File: src/rtl/snn_input_loader.sv
// Writer side of the SNN input image RAM: unpacks UART bytes LSB-first into
// 1-bit pixels, kicks snn_core, and returns the digit as an ASCII byte.
module snn_input_loader #(
  parameter int NUM_PIXELS = 784,
  parameter int ADDR_WIDTH = 10
) (
  input  logic                  clk,
  input  logic                  rst,
  input  logic                  rx_rdy,
  input  logic [7:0]            rx_data,
  output logic                  ram_we,
  output logic [ADDR_WIDTH-1:0] ram_addr,
  output logic                  ram_data,
  output logic                  snn_start,
  input  logic                  snn_done,
  input  logic [3:0]            snn_digit,
  output logic                  tx_start,
  output logic [7:0]            tx_data,
  input  logic                  tx_done,
  output logic                  busy,
  output logic                  overrun
);

  typedef enum logic [2:0] {IDLE, LOAD, START, WAIT_DONE, SEND, WAIT_TX} state_t;

  state_t     state;
  logic [7:0] shreg;
  logic [2:0] bit_cnt;
  logic       pend_vld;
  logic [7:0] pend_data;
  logic       last_wr;
  logic       nxt_vld;
  logic [7:0] nxt_byte;

  // ram_addr always holds the address of the most recent write
  assign last_wr  = ram_we && (ram_addr == ADDR_WIDTH'(NUM_PIXELS - 1));
  assign nxt_vld  = pend_vld || rx_rdy;
  assign nxt_byte = pend_vld ? pend_data : rx_data;
  assign busy     = (state != IDLE);

  always_ff @(posedge clk) begin
    if (rst) begin
      state     <= IDLE;
      shreg     <= '0;
      bit_cnt   <= '0;
      pend_vld  <= 1'b0;
      pend_data <= '0;
      ram_we    <= 1'b0;
      ram_addr  <= '0;
      ram_data  <= 1'b0;
      snn_start <= 1'b0;
      tx_start  <= 1'b0;
      tx_data   <= '0;
      overrun   <= 1'b0;
    end else begin
      snn_start <= 1'b0;
      tx_start  <= 1'b0;
      if (rx_rdy && (state inside {START, WAIT_DONE, SEND, WAIT_TX}))
        overrun <= 1'b1;
      case (state)
        IDLE: if (rx_rdy) begin
          shreg    <= rx_data;
          ram_data <= rx_data[0];
          ram_we   <= 1'b1;
          ram_addr <= '0;
          bit_cnt  <= '0;
          state    <= LOAD;
        end
        LOAD: begin
          if (last_wr) begin
            // a byte still waiting here has no room in this image
            ram_we    <= 1'b0;
            snn_start <= 1'b1;
            pend_vld  <= 1'b0;
            if (nxt_vld) overrun <= 1'b1;
            state     <= START;
          end else if (ram_we && bit_cnt != 3'd7) begin
            shreg    <= shreg >> 1;
            ram_data <= shreg[1];
            ram_addr <= ram_addr + 1'b1;
            bit_cnt  <= bit_cnt + 3'd1;
            if (rx_rdy) begin
              if (pend_vld) overrun <= 1'b1;
              else begin
                pend_vld  <= 1'b1;
                pend_data <= rx_data;
              end
            end
          end else if (nxt_vld) begin
            shreg    <= nxt_byte;
            ram_data <= nxt_byte[0];
            ram_we   <= 1'b1;
            ram_addr <= ram_addr + 1'b1;
            bit_cnt  <= '0;
            if (pend_vld) begin
              pend_vld  <= rx_rdy;
              pend_data <= rx_data;
            end
          end else begin
            ram_we <= 1'b0;
          end
        end
        START: state <= WAIT_DONE;
        WAIT_DONE: if (snn_done) begin
          tx_start <= 1'b1;
          tx_data  <= (snn_digit < 4'd10) ? (8'h30 + {4'h0, snn_digit}) : 8'h3F;
          state    <= SEND;
        end
        SEND: state <= WAIT_TX;
        WAIT_TX: if (tx_done) state <= IDLE;
        default: state <= IDLE;
      endcase
    end
  end

endmodule
File: config.mk
export PLATFORM = sky130hd
export DESIGN_NAME = snn_input_loader
export DESIGN_NICKNAME = d
export VERILOG_FILES = /design/src/rtl/snn_input_loader.sv
export SDC_FILE = /design/constraint.sdc
export NUM_CORES = 1
export LEC_CHECK = 0
export ABC_AREA = 1
export CAP_MARGIN = 10
export CORE_MARGIN = 2
export CORE_UTILIZATION = 36
export CTS_CLUSTER_DIAMETER = 40
export DETAILED_ROUTE_END_ITERATION = 8
export PLACE_DENSITY_LB_ADDON = 0.3
export SYNTH_ARGS = -nofsm -noshare
export SYNTH_HDL_FRONTEND = slang
export SYNTH_SLANG_ARGS = --single-unit
File: constraint.sdc
create_clock -name clk -period 2.8 [get_ports clk]
set_clock_uncertainty 0.1 [all_clocks]
set_input_delay 0.42 -clock clk [delete_from_list [all_inputs] [get_ports clk]]
set_output_delay 0.42 -clock clk [all_outputs]
set_load 0.01 [all_outputs]
=== Word level (Yosys, flattened, before mapping) ===
Cells that the tools add are included.

* Register bits after elaboration: 46
* Bits of input ports: 17
* Output and inout bits: 24
* Word-level logic and storage cells: 103

* $add $sub $neg: 3
* $lt $le $gt $ge: 1
* Eq/ne operators: 16
* Multiplexer cells: 49
* Bitwise logic cells: 3
* Reductions and logical operators: 19

{| class="wikitable"
|+ Operators with widths
! cell !! count
|-
| two-way mux 8 bit || 9
|-
| two-way mux 10 bit || 4
|-
| two-way mux 3 bit || 8
|-
| two-way mux 1 bit || 21
|-
| one-hot mux 10 bit (2 select lines) || 1
|-
| one-hot mux 3 bit (6 select lines) || 1
|-
| one-hot mux 8 bit (2 select lines) || 1
|-
| inequality test 2 bit (second input constant) || 6
|-
| inequality test 3 bit (second input constant) || 4
|-
| adder 10 x 1 -> 10 bit (second input constant) || 1
|-
| == test 10 bit (second input constant) || 1
|-
| AND reduction 4 bit || 2
|-
| adder 6 x 4 -> 7 bit (first input constant) || 1
|-
| two-way mux 7 bit || 1
|-
| == test 3 x 2 -> 1 bit (second input constant) || 2
|-
| == test 3 bit (second input constant) || 2
|-
| one-hot mux 3 bit (2 select lines) || 1
|-
| AND reduction 3 bit || 2
|-
| nonzero test 2 bit || 3
|-
| nonzero test 3 bit || 2
|-
| AND reduction 5 bit || 1
|-
| less-than comparator 4 bit (second input constant) || 1
|-
| one-hot mux 1 bit (2 select lines) || 2
|-
| nonzero test 4 bit || 1
|-
| other kinds (8) || 13
|}

=== Depth between registers and ports, before layout ===
Gate-level depths: netlist of the first run.

* Word-level depth: 9
* Gate-level depth with buffers: 10
* Depth with buffers taken out: 10

=== Worst setup path after synthesis of the first run ===
OpenSTA, ideal clock, no wires.

* Kind: reg-to-reg
* Start: register ram_addr[0]
* End: register ram_addr[9]
* Setup time: 0.143 ns
* Arrival: 1.553 ns
* Required time: 2.557 ns
* Setup slack: 1.004 ns
* Cell stages (with the launch flop): 10
* Path buffers: 1
* Period minus slack after synthesis: 1.796 ns
* Cells stage by stage: dfxtp_1 > ha_1 > nand3_1 > nor2_1 > nand2_2 > nand2_1 > nand3_2 > buf_6 > nand3_1 > a21oi_2

* Cells in the longest elaborated chain, start to end: 5
* Elaborated cells on any way between the ends: 9
* Those cells by class: 1 x add/sub; 2 x eq/ne; 4 x mux; 2 x reduce/logical

{| class="wikitable"
|+ RTL lines
! item !! RTL line !! text
|-
| start, declared || 12 || <nowiki>output logic [ADDR_WIDTH-1:0] ram_addr,</nowiki>
|-
| start signal, assigned || 80 || <nowiki>ram_addr <= ram_addr + 1'b1;</nowiki>
|-
| start signal, assigned || 93 || <nowiki>ram_addr <= ram_addr + 1'b1;</nowiki>
|-
| adder 10 x 1 -> 10 bit || 80, 93 ||
|-
| two-way mux 10 bit || 89 || <nowiki>end else if (nxt_vld) begin</nowiki>
|-
| two-way mux 10 bit || 77 || <nowiki>end else if (ram_we && bit_cnt != 3'd7) begin</nowiki>
|-
| two-way mux 10 bit || 70 || <nowiki>if (last_wr) begin</nowiki>
|-
| one-hot mux 10 bit (2 select lines) || 60 || <nowiki>case (state)</nowiki>
|}

Several ways; a longest one is shown, not always the timed one. The select of a mux whose other input is x is not followed.
A chain may end at the register's enable or synchronous reset.

=== Worst setup path in the final report of the first run ===
* Start: register bit_cnt[0]
* End: register pend_data[4]

* Cells in the longest elaborated chain, start to end: 4
* Elaborated cells on any way between the ends: 7
* Those cells by class: 2 x eq/ne; 1 x mux; 4 x reduce/logical

{| class="wikitable"
|+ RTL lines
! item !! RTL line !! text
|-
| start, declared || 28 || <nowiki>logic [2:0] bit_cnt;</nowiki>
|-
| start signal, assigned || 81 || <nowiki>bit_cnt <= bit_cnt + 3'd1;</nowiki>
|-
| inequality test 3 bit * || 77 ||
|-
| logical AND 1 bit * || 77 ||
|-
| inequality test 2 bit (no source line) / nonzero test 2 bit (equally long branches) || n/a ||
|-
| AND reduction 5 bit (no source line) || n/a ||
|-
| end signal, assigned || 86 || <nowiki>pend_data <= rx_data;</nowiki>
|-
| end signal, assigned || 97 || <nowiki>pend_data <= rx_data;</nowiki>
|-
| end, declared || 30 || <nowiki>logic [7:0] pend_data;</nowiki>
|}

Mark *: on every way between the ends. The rest lies on a longest branch, timed or not.

==> flow_summary.yaml, run 1 <==
clocking:
  cts-htree-levels: 2
  cts_sinks: 42
  numCtsBuffers: 5
  cts_tree: "done"
  clk_latency_ns: 0.29
  post_cts_buffers: 0
  postCtsHoldBufs: 0
  ctsResizeCount: 0
  path_clk_slew_ns: 0.08
  cts_root_buf: "clkbuf_8"
  clock_path_buffers: 2
global_routing:
  grt_pass1_wl_mm: 10.7
  grtUsageTotal: 0.158
  grt_antenna_before_repair: 0
  grt_max_degree: 31
  grt_pass1_vias: 2254
  overflow: 0
sta:
  fmax_mhz: 449
  finalSetupViolCount: 0
  hold_slack_ns: 0.363
  min_period_ns: 2.23
  fin_tns_setup_ns: 0
  period_share: 0.795
  hold_viol_final: 0
  slew_violations: 0
  rsz0062_at_grt: "no"
  setup_ws_ns: 0.574
  tightest_slew_ns: 0.690
  slew_headroom: 0.540
logic_synthesis:
  async_flop_share: 0
  syn_avg_cell_area_um2: 6.99
  synthCells: 381
  ys_types: 36
  synthesis.area_mm2: 0.00266
  synth_ff_type: "dfxtp_1"
  yosysWarnings: 0
  synth_edf_count: 0
  synth_seq_area_share: 0.316
  ys_ff_latch: 42
setup_path:
  critical_path_class: "reg -> reg"
  rr_worst_depth: 10
  crit_arrival_ns: 2.27
  required_ns: 2.84
  critPathCaptureType: "register"
  rrSetupSlack_ns: 0.57
  cp_max_fo: 12
  rr_endpoint: "pend_data[4]"
  startpoint_type: "register"
  reg2reg_from: "bit_cnt[0]"
floorplan:
  core_mm2: 0.00721
  num_rows: 31
  die_area_mm2: 0.00810
  ios: 41
  die-width_um: 90
  die_h_um: 90
  initial_core_util: 0.369
placed_design:
  hpwl_mm: 4.12
  dp_slack_ns: 0.562
  place_area_mm2: 0.00303
  portBuffers: 38
  routabilityCongestion: 0.827
  dp.cells: 501
route:
  antenna_left: 0
  wl_mm: 6.07
  vias: 2468
  wl_per_cell_um: 11.9
  drcViolationCount: 0
  vias_per_cell: 4.86
  drt-initial-drc-count: 158
  first_pass_iters: 4
final_layout:
  nNetsFinal: 429
  final_cell_count_no_fill: 508
  final_cell_mix: "nand2_1 (85), dfxtp_1 (42), clkdlybuf4s50_1 (37)"
  fillers: 767
  final_util: 0.431
  syn2layout_area_growth_pct: 16.7
  final_common_cell: "nand2_1"
  antenna_cells: 0
  final_area_mm2: 0.00311
  drive_above_1_share: 0.164
pwr:
  vdd_drop_max_uv: 299
  p_total_mw: 2.05
  power_density_mw_per_mm2: 659
  power.leakage_nw: 1.14
status:
  status: "complete, no violations"
hold_path:
  holdPathEnd: "tx_data[0]"
  hold_depth: 2
  min-delay-start: "tx_data[0]"
  hp-class: "reg -> reg"
job:
  max_cap_viol_count: 0
==> Yosys cell counts, drive strengths merged, types with 2 or more instances <==
master / instances / area share
o21a: 2 / 0.0056
nand2: 108 / 0.18
o211ai: 2 / 0.0056
nand4: 6 / 0.025
a21oi: 45 / 0.11
o21ai: 30 / 0.056
buf: 16 / 0.052
inv: 33 / 0.047
clkbuf: 6 / 0.0099
nor3: 3 / 0.0099
o22ai: 7 / 0.016
nor2: 37 / 0.061
ha: 3 / 0.014
nand3: 36 / 0.079
dfxtp: 42 / 0.32
==> worst max-delay path by stage <==
stage | start | to | slack [ns]
after global placement | rx_rdy | ram_addr[9] | 0.58
after detailed placement | bit_cnt[0] | pend_data[4] | 0.56
after floorplan | ram_addr[0] | ram_addr[9] | 1.00
after CTS | bit_cnt[0] | pend_data[5] | 0.55
after global routing | bit_cnt[0] | pend_data[3] | 0.35
final | bit_cnt[0] | pend_data[4] | 0.57
==> state kept, by name (all words and copies together), names as in the netlist, 3 cells and up <==
register / flops
state: 3
ram_addr: 10
tx_data: 5
bit_cnt: 3
pend_data: 8
shreg: 8
==> power by group <==
group          switching (mW)  leakage, nW  internal (mW)  total, mW
combinational           0.610        0.762          0.313      0.922
clock                   0.203       0.0383          0.172      0.375
sequential             0.0755        0.341          0.676      0.752
==> worst max-delay path, stage by stage (launching register included) <==
cell      delay [ns]
dfxtp_1         0.34
ha_1            0.20
ha_1            0.23
inv_2           0.06
nand2_1         0.26
o21ai_0         0.37
a21oi_2         0.08
nand3_4         0.15
clkinv_2        0.15
nand2_1         0.09
a21oi_1         0.06
==> kinds of logic (layout without fill, tap and decap cells) <==
family / count (synthesis) / count (layout) / share of synthesized area
buffers and inverters: 56 / 83 / 0.111
other: 1 / 2 / 0.00141
and+or+nand+nor: 192 / 192 / 0.356
AOI/OAI and AO/OA: 86 / 86 / 0.198
xor gates and xnor gates: 1 / 1 / 0.00329
DFF: 42 / 42 / 0.316
adders and majority gates: 3 / 3 / 0.0141
==> final cells by class <==
class / count / area (µm²) / share of cell area
flip-flops and latches: 42 / 841 / 0.271
repair buffers: 42 / 405 / 0.130
clock buffers: 7 / 76.3 / 0.0246
multi-input cells: 284 / 1530 / 0.492
inverters: 34 / 131 / 0.0423
well taps: 99 / 124 / 0.0399
==> metal layers <==
| layer | track usage | part of all wire | vias to the layer above |
|---|---|---|---|
| met5 | 0 | 0 | - |
| met4 | 0.0500 | 0.011 | 0 |
| met3 | 0.0352 | 0.039 | 6 |
| met2 | 0.249 | 0.44 | 57 |
| met1 | 0.213 | 0.51 | 1101 |
| li1 | - | - | 1304 |
No activity file was read; power rests on OpenSTA's default activity.
==> run 2, diff against run 1 <==
clock period = 2 ns   (was 2.8 ns; I/O delays follow)
==> run 2 against run 1 <==
Register-to-register slack worse by 0.38 ns. Count of clock-buffer cells in the layout is 2 lower. Highest routed layer unchanged. Routed wire length is 3.0% higher. Via count is 2.4% higher. Non-clock buffer count is 12 higher. Utilization is 2.4 points higher. Critical endpoint is now busy. Final area is 5.6% higher. Critical path depth is 7 lower. Sequential share of layout area is 1.3 points lower. Largest cell class unchanged. Combinational power is 54% higher. Die area stayed put.
==> flow_summary.yaml, run 2 (synthesis gave the netlist of run 1 again) <==
status:
  status: "complete, no violations"
final_layout:
  nNetsFinal: 442
  final_cell_mix: "nand2_1 (82), dfxtp_1 (39), clkdlybuf4s50_1 (37)"
  antenna_cells: 0
  final_area_mm2: 0.00328
  regMostFlops: "ram_addr"
  syn2layout_area_growth_pct: 23.2
  drive_above_1_share: 0.213
  largest_reg_flops: 10
  final_cell_count_no_fill: 522
  final_common_cell: "nand2_1"
  top_regs: "ram_addr (10), pend_data (8), shreg (8)"
clocking:
  clock_path_buffers: 2
  numCtsBuffers: 5
  post_cts_buffers: 0
  path_clk_slew_ns: 0.09
  cts_root_buf: "clkbuf_8"
  clk_latency_ns: 0.30
  cts_sinks: 42
  cts_tree: "done"
  cts-htree-levels: 2
setup_path:
  required_ns: 1.60
  crit_arrival_ns: 1.51
  slowest_delay_ns: 0.53
  critical_path_class: "reg -> out"
  cp_max_fo: 7
  path_cells: "inv_1, nand2_1, clkdlybuf4s50_1"
  setup.worst_path.start: "state[0]"
  reg2reg_from: "bit_cnt[0]"
  critPathCaptureType: "primary output"
  startpoint_type: "register"
  cp_slowest_cell: "clkdlybuf4s50_1"
route:
  first_pass_iters: 4
  wl_mm: 6.24
  antenna_left: 0
  wl_per_cell_um: 12.0
  drcViolationCount: 0
  vias_per_cell: 4.84
  drt-initial-drc-count: 91
  vias: 2527
pwr:
  vdd_drop_max_uv: 472
  power_density_mw_per_mm2: 933
  pwr-share-seq: 0.345
  p_comb_frac: 0.465
  swShare: 0.436
  p_clk_frac: 0.191
  p_int_mw: 1.73
  netSwitchingPower_mw: 1.33
  power.leakage_nw: 1.22
global_routing:
  grt_pass1_vias: 2366
  grt_pass1_wl_mm: 11.0
  grt_max_degree: 30
  overflow: 0
  grt_antenna_before_repair: 0
  grtUsageTotal: 0.160
sta:
  hold_slack_ns: 0.227
  hold_viol_final: 0
  setup_ws_ns: 0.0920
  rsz0062_at_grt: "no"
  slew_violations: 0
  fmax_mhz: 524
  min_period_ns: 1.91
  period_share: 0.954
  finalSetupViolCount: 0
placed_design:
  portBuffers: 38
  routabilityCongestion: 0.787
  dp_slack_ns: -0.0428
  place_area_mm2: 0.00315
  dp.cells: 513
  hpwl_mm: 4.39
floorplan:
  num_rows: 31
  core_mm2: 0.00721
  die_h_um: 90
  initial_core_util: 0.369
  ios: 41
  die_area_mm2: 0.00810
  die-width_um: 90
job:
  max_cap_viol_count: 0
hold_path:
  min-delay-start: "rst"
  hp-class: "in -> reg"
[run 2: timing repair]
action | 4_1_cts | 5_1_grt
pin swaps | 0 | 2
endpoints found under the setup margin | 17 | 30
cloned | 0 | 1
gates resized for setup | 3 | 8
hold buffers | 0 | 0
[run 2: power groups by stage]
stage / clock network, mW / registers [mW] / logic [mW]
global placement: 0 / 1.07 / 1.37
global route: 0.630 / 1.07 / 1.57
CTS: 0.598 / 1.05 / 1.39
floorplan: 0 / 1.06 / 1.11
finish: 0.584 / 1.05 / 1.42
detailed placement: 0 / 1.07 / 1.38
[run 2: worst max-delay path: cells and delay by family, from the launching register on]
kind / cells / cell delay (ns)
AND/OR/NAND/NOR: 1 / 0.11
flip-flops: 1 / 0.41
buffers and inverters: 2 / 0.68
[run 2: cell type report]
type	instances	area, µm²
multi-input combinational	285	1560
clock inverter	3	25.0
fill	746	3940
tap	99	124
timing repair buffer	54	520
inverter	34	133
sequential	42	845
clock buffer	5	68.8
[run 2: worst paths after layout]
check / to / slack, ns / cells after the start
setup / recovery: busy / 0.09 / 3
hold / removal: tx_start / 0.23 / 2
setup reg to reg: shreg[5] / 0.19 / 8
hold reg to reg: pend_data[7] / 0.37 / 2
[run 2: layer usage]
layer,track usage,wire length (µm),vias to the layer above
met5,0,0,-
met4,0.0500,81,0
met3,0.0302,180,7
met2,0.261,2800,44
met1,0.214,3180,1140
li1,-,-,1336
[run 2: stage by stage]
stage	power, mW	setup TNS, ns	util
3_5_place_dp	2.44	-0.267	0.436
2_1_floorplan	2.18	0	-
6_report	3.06	0	0.455
4_1_cts	3.04	0	0.450
5_1_grt	3.27	0	0.455
3_3_place_gp	2.44	-0.0103	0.436
==> run 3, diff against run 2 <==
--- a/config.mk
+++ b/config.mk
@@ -8,4 +8,5 @@
 export ABC_AREA = 1
 export CAP_MARGIN = 10
+export CORE_ASPECT_RATIO = 1.5
 export CORE_MARGIN = 2
 export CORE_UTILIZATION = 36
@@ -13,4 +14,5 @@
 export DETAILED_ROUTE_END_ITERATION = 8
 export PLACE_DENSITY_LB_ADDON = 0.3
+export SLEW_MARGIN = 10
 export SYNTH_ARGS = -nofsm -noshare
 export SYNTH_HDL_FRONTEND = slang
==> constraint.sdc (replaced) <==
create_clock -name clk -period 2 [get_ports clk]
set_clock_uncertainty 0.1 [all_clocks]
set_input_delay 0.4 -clock clk [delete_from_list [all_inputs] [get_ports clk]]
set_output_delay 0.4 -clock clk [all_outputs]
set_load 0.01 [all_outputs]
==> run 3 against run 2 <==
Worst hold slack better by 0.074 ns. Final area up 2.0%. Via count down 2.3%. Critical path depth down 2. Global-route usage down 0.45 points. First-iteration DRC count up 99%. Combinational power up 6%. Cell count up 0.19%. Sequential share of layout area down 0.51 points. Sequential power about the same. Critical path type unchanged. Critical endpoint is now ram_addr[7]. Largest cell class unchanged.
==> flow_summary.yaml, run 3 (synthesis gave the netlist of run 1 again) <==
status:
  status: "complete, no violations"
sta:
  min_period_ns: 1.88
  finalSetupViolCount: 0
  hold_viol_final: 0
  period_share: 0.942
  slew_violations: 0
  fmax_mhz: 531
  rsz0062_at_grt: "no"
  fin_tns_setup_ns: 0
global_routing:
  overflow: 0
  grt_antenna_before_repair: 0
  grt_max_degree: 33
  grt_pass1_wl_mm: 10.1
  grt_pass1_vias: 2311
  grtUsageTotal: 0.156
pwr:
  power.leakage_nw: 1.26
  power_density_mw_per_mm2: 1020
  vdd_drop_max_uv: 552
hold_path:
  hp-class: "in -> reg"
  min-delay-start: "rst"
  hold_depth: 2
  holdPathEnd: "tx_data[0]"
floorplan:
  num_rows: 38
  die-width_um: 74.2
  core_mm2: 0.00723
  ios: 41
  die_area_mm2: 0.00811
  die_h_um: 109
  initial_core_util: 0.368
placed_design:
  dp.cells: 514
  hpwl_mm: 4.30
  portBuffers: 38
  routabilityCongestion: 0.826
route:
  antenna_left: 0
  wl_mm: 5.89
  drcViolationCount: 0
  wl_per_cell_um: 11.3
  first_pass_iters: 4
  drt-initial-drc-count: 181
  vias_per_cell: 4.72
  vias: 2470
final_layout:
  antenna_cells: 0
  largest_reg_flops: 10
  drive_above_1_share: 0.206
  top_regs: "ram_addr (10), pend_data (8), shreg (8)"
  final_cell_count_no_fill: 523
  regMostFlops: "ram_addr"
  final_cell_mix: "nand2_1 (84), dfxtp_1 (39), clkdlybuf4s50_1 (37)"
  final_common_cell: "nand2_1"
  nNetsFinal: 442
  syn2layout_area_growth_pct: 25.7
  final_util: 0.463
setup_path:
  crit_arrival_ns: 1.38
  critPathCaptureType: "primary output"
  startpoint_type: "register"
  slowest_delay_ns: 0.59
  rrSetupSlack_ns: 0.13
  required_ns: 1.50
  cp_top_family: "buffers and inverters"
  rr_endpoint: "pend_data[6]"
  cp_slowest_cell: "clkdlybuf4s50_1"
  path_cells: "clkdlybuf4s50_1"
  crit_buf_inv: 1
  reg2reg_from: "bit_cnt[0]"
  critical_path_class: "reg -> out"
  rr_worst_depth: 10
  cp_max_fo: 8
job:
  max_cap_viol_count: 0
clocking:
  numCtsBuffers: 5
  cts-htree-levels: 2
  cts_tree: "done"
  path_clk_slew_ns: 0.09
  clk_latency_ns: 0.30
  cts_root_buf: "clkbuf_8"
  clock_path_buffers: 2
  cts_sinks: 42
-- run 3: metrics by stage --
| stage | power [mW] | hold WS (ns) | area [µm²] | setup WS, ns |
|---|---|---|---|---|
| 6_report | 3.40 | 0.301 | 3350 | 0.116 |
| 4_1_cts | 3.41 | 0.294 | 3330 | 0.0132 |
| 3_5_place_dp | 2.55 | 0.353 | 3180 | 0.0101 |
| 5_1_grt | 3.62 | 0.312 | 3350 | 0.0128 |
| 3_3_place_gp | 2.55 | 0.352 | 3180 | 0.0671 |
| 2_1_floorplan | 2.18 | 0.345 | 2670 | 0.204 |
-- run 3: repair_timing --
item                       in CTS  in global routing
hold buffers                    0                  0
setup endpoints to repair       1                 10
buffers inserted                0                  1
gates resized for setup         1                  6
-- run 3: worst max-delay path by stage --
stage / startpoint / to / slack, ns / cells after the start
floorplan: ram_addr[0] / ram_addr[9] / 0.20 / 9
global placement: rx_rdy / pend_data[0] / 0.07 / 9
detailed placement: rx_rdy / pend_data[4] / 0.01 / 9
CTS: state[1] / busy / 0.01 / 3
global route: bit_cnt[0] / pend_data[7] / 0.01 / 10
finish: ram_addr[7] / ram_addr[7] / 0.12 / 1
-- run 3: layer usage --
metal	share of wire	wire [µm]	track usage
met1	0.46	2720	0.186
met2	0.49	2890	0.271
met3	0.028	166	0.0229
met4	0.020	120	0.0689
met5	0	0	0
-- run 3: power by group --
part / leakage, nW / total, mW / switching, mW / internal (mW)
registers: 0.342 / 1.05 / 0.0975 / 0.950
clock network: 0.0714 / 0.849 / 0.316 / 0.533
logic: 0.850 / 1.50 / 0.876 / 0.625
total: 1.26 / 3.40 / 1.29 / 2.11
-- run 3: layout make-up --
| class | instances | area (µm²) |
|---|---|---|
| Inverter | 34 | 133 |
| Multi-Input combinational cell | 284 | 1530 |
| Sequential cell | 42 | 845 |
| Clock inverter | 2 | 60.1 |
| Fill cell | 756 | 3880 |
| Tap cell | 100 | 125 |
| Timing Repair Buffer | 55 | 569 |
| Clock buffer | 6 | 82.6 |
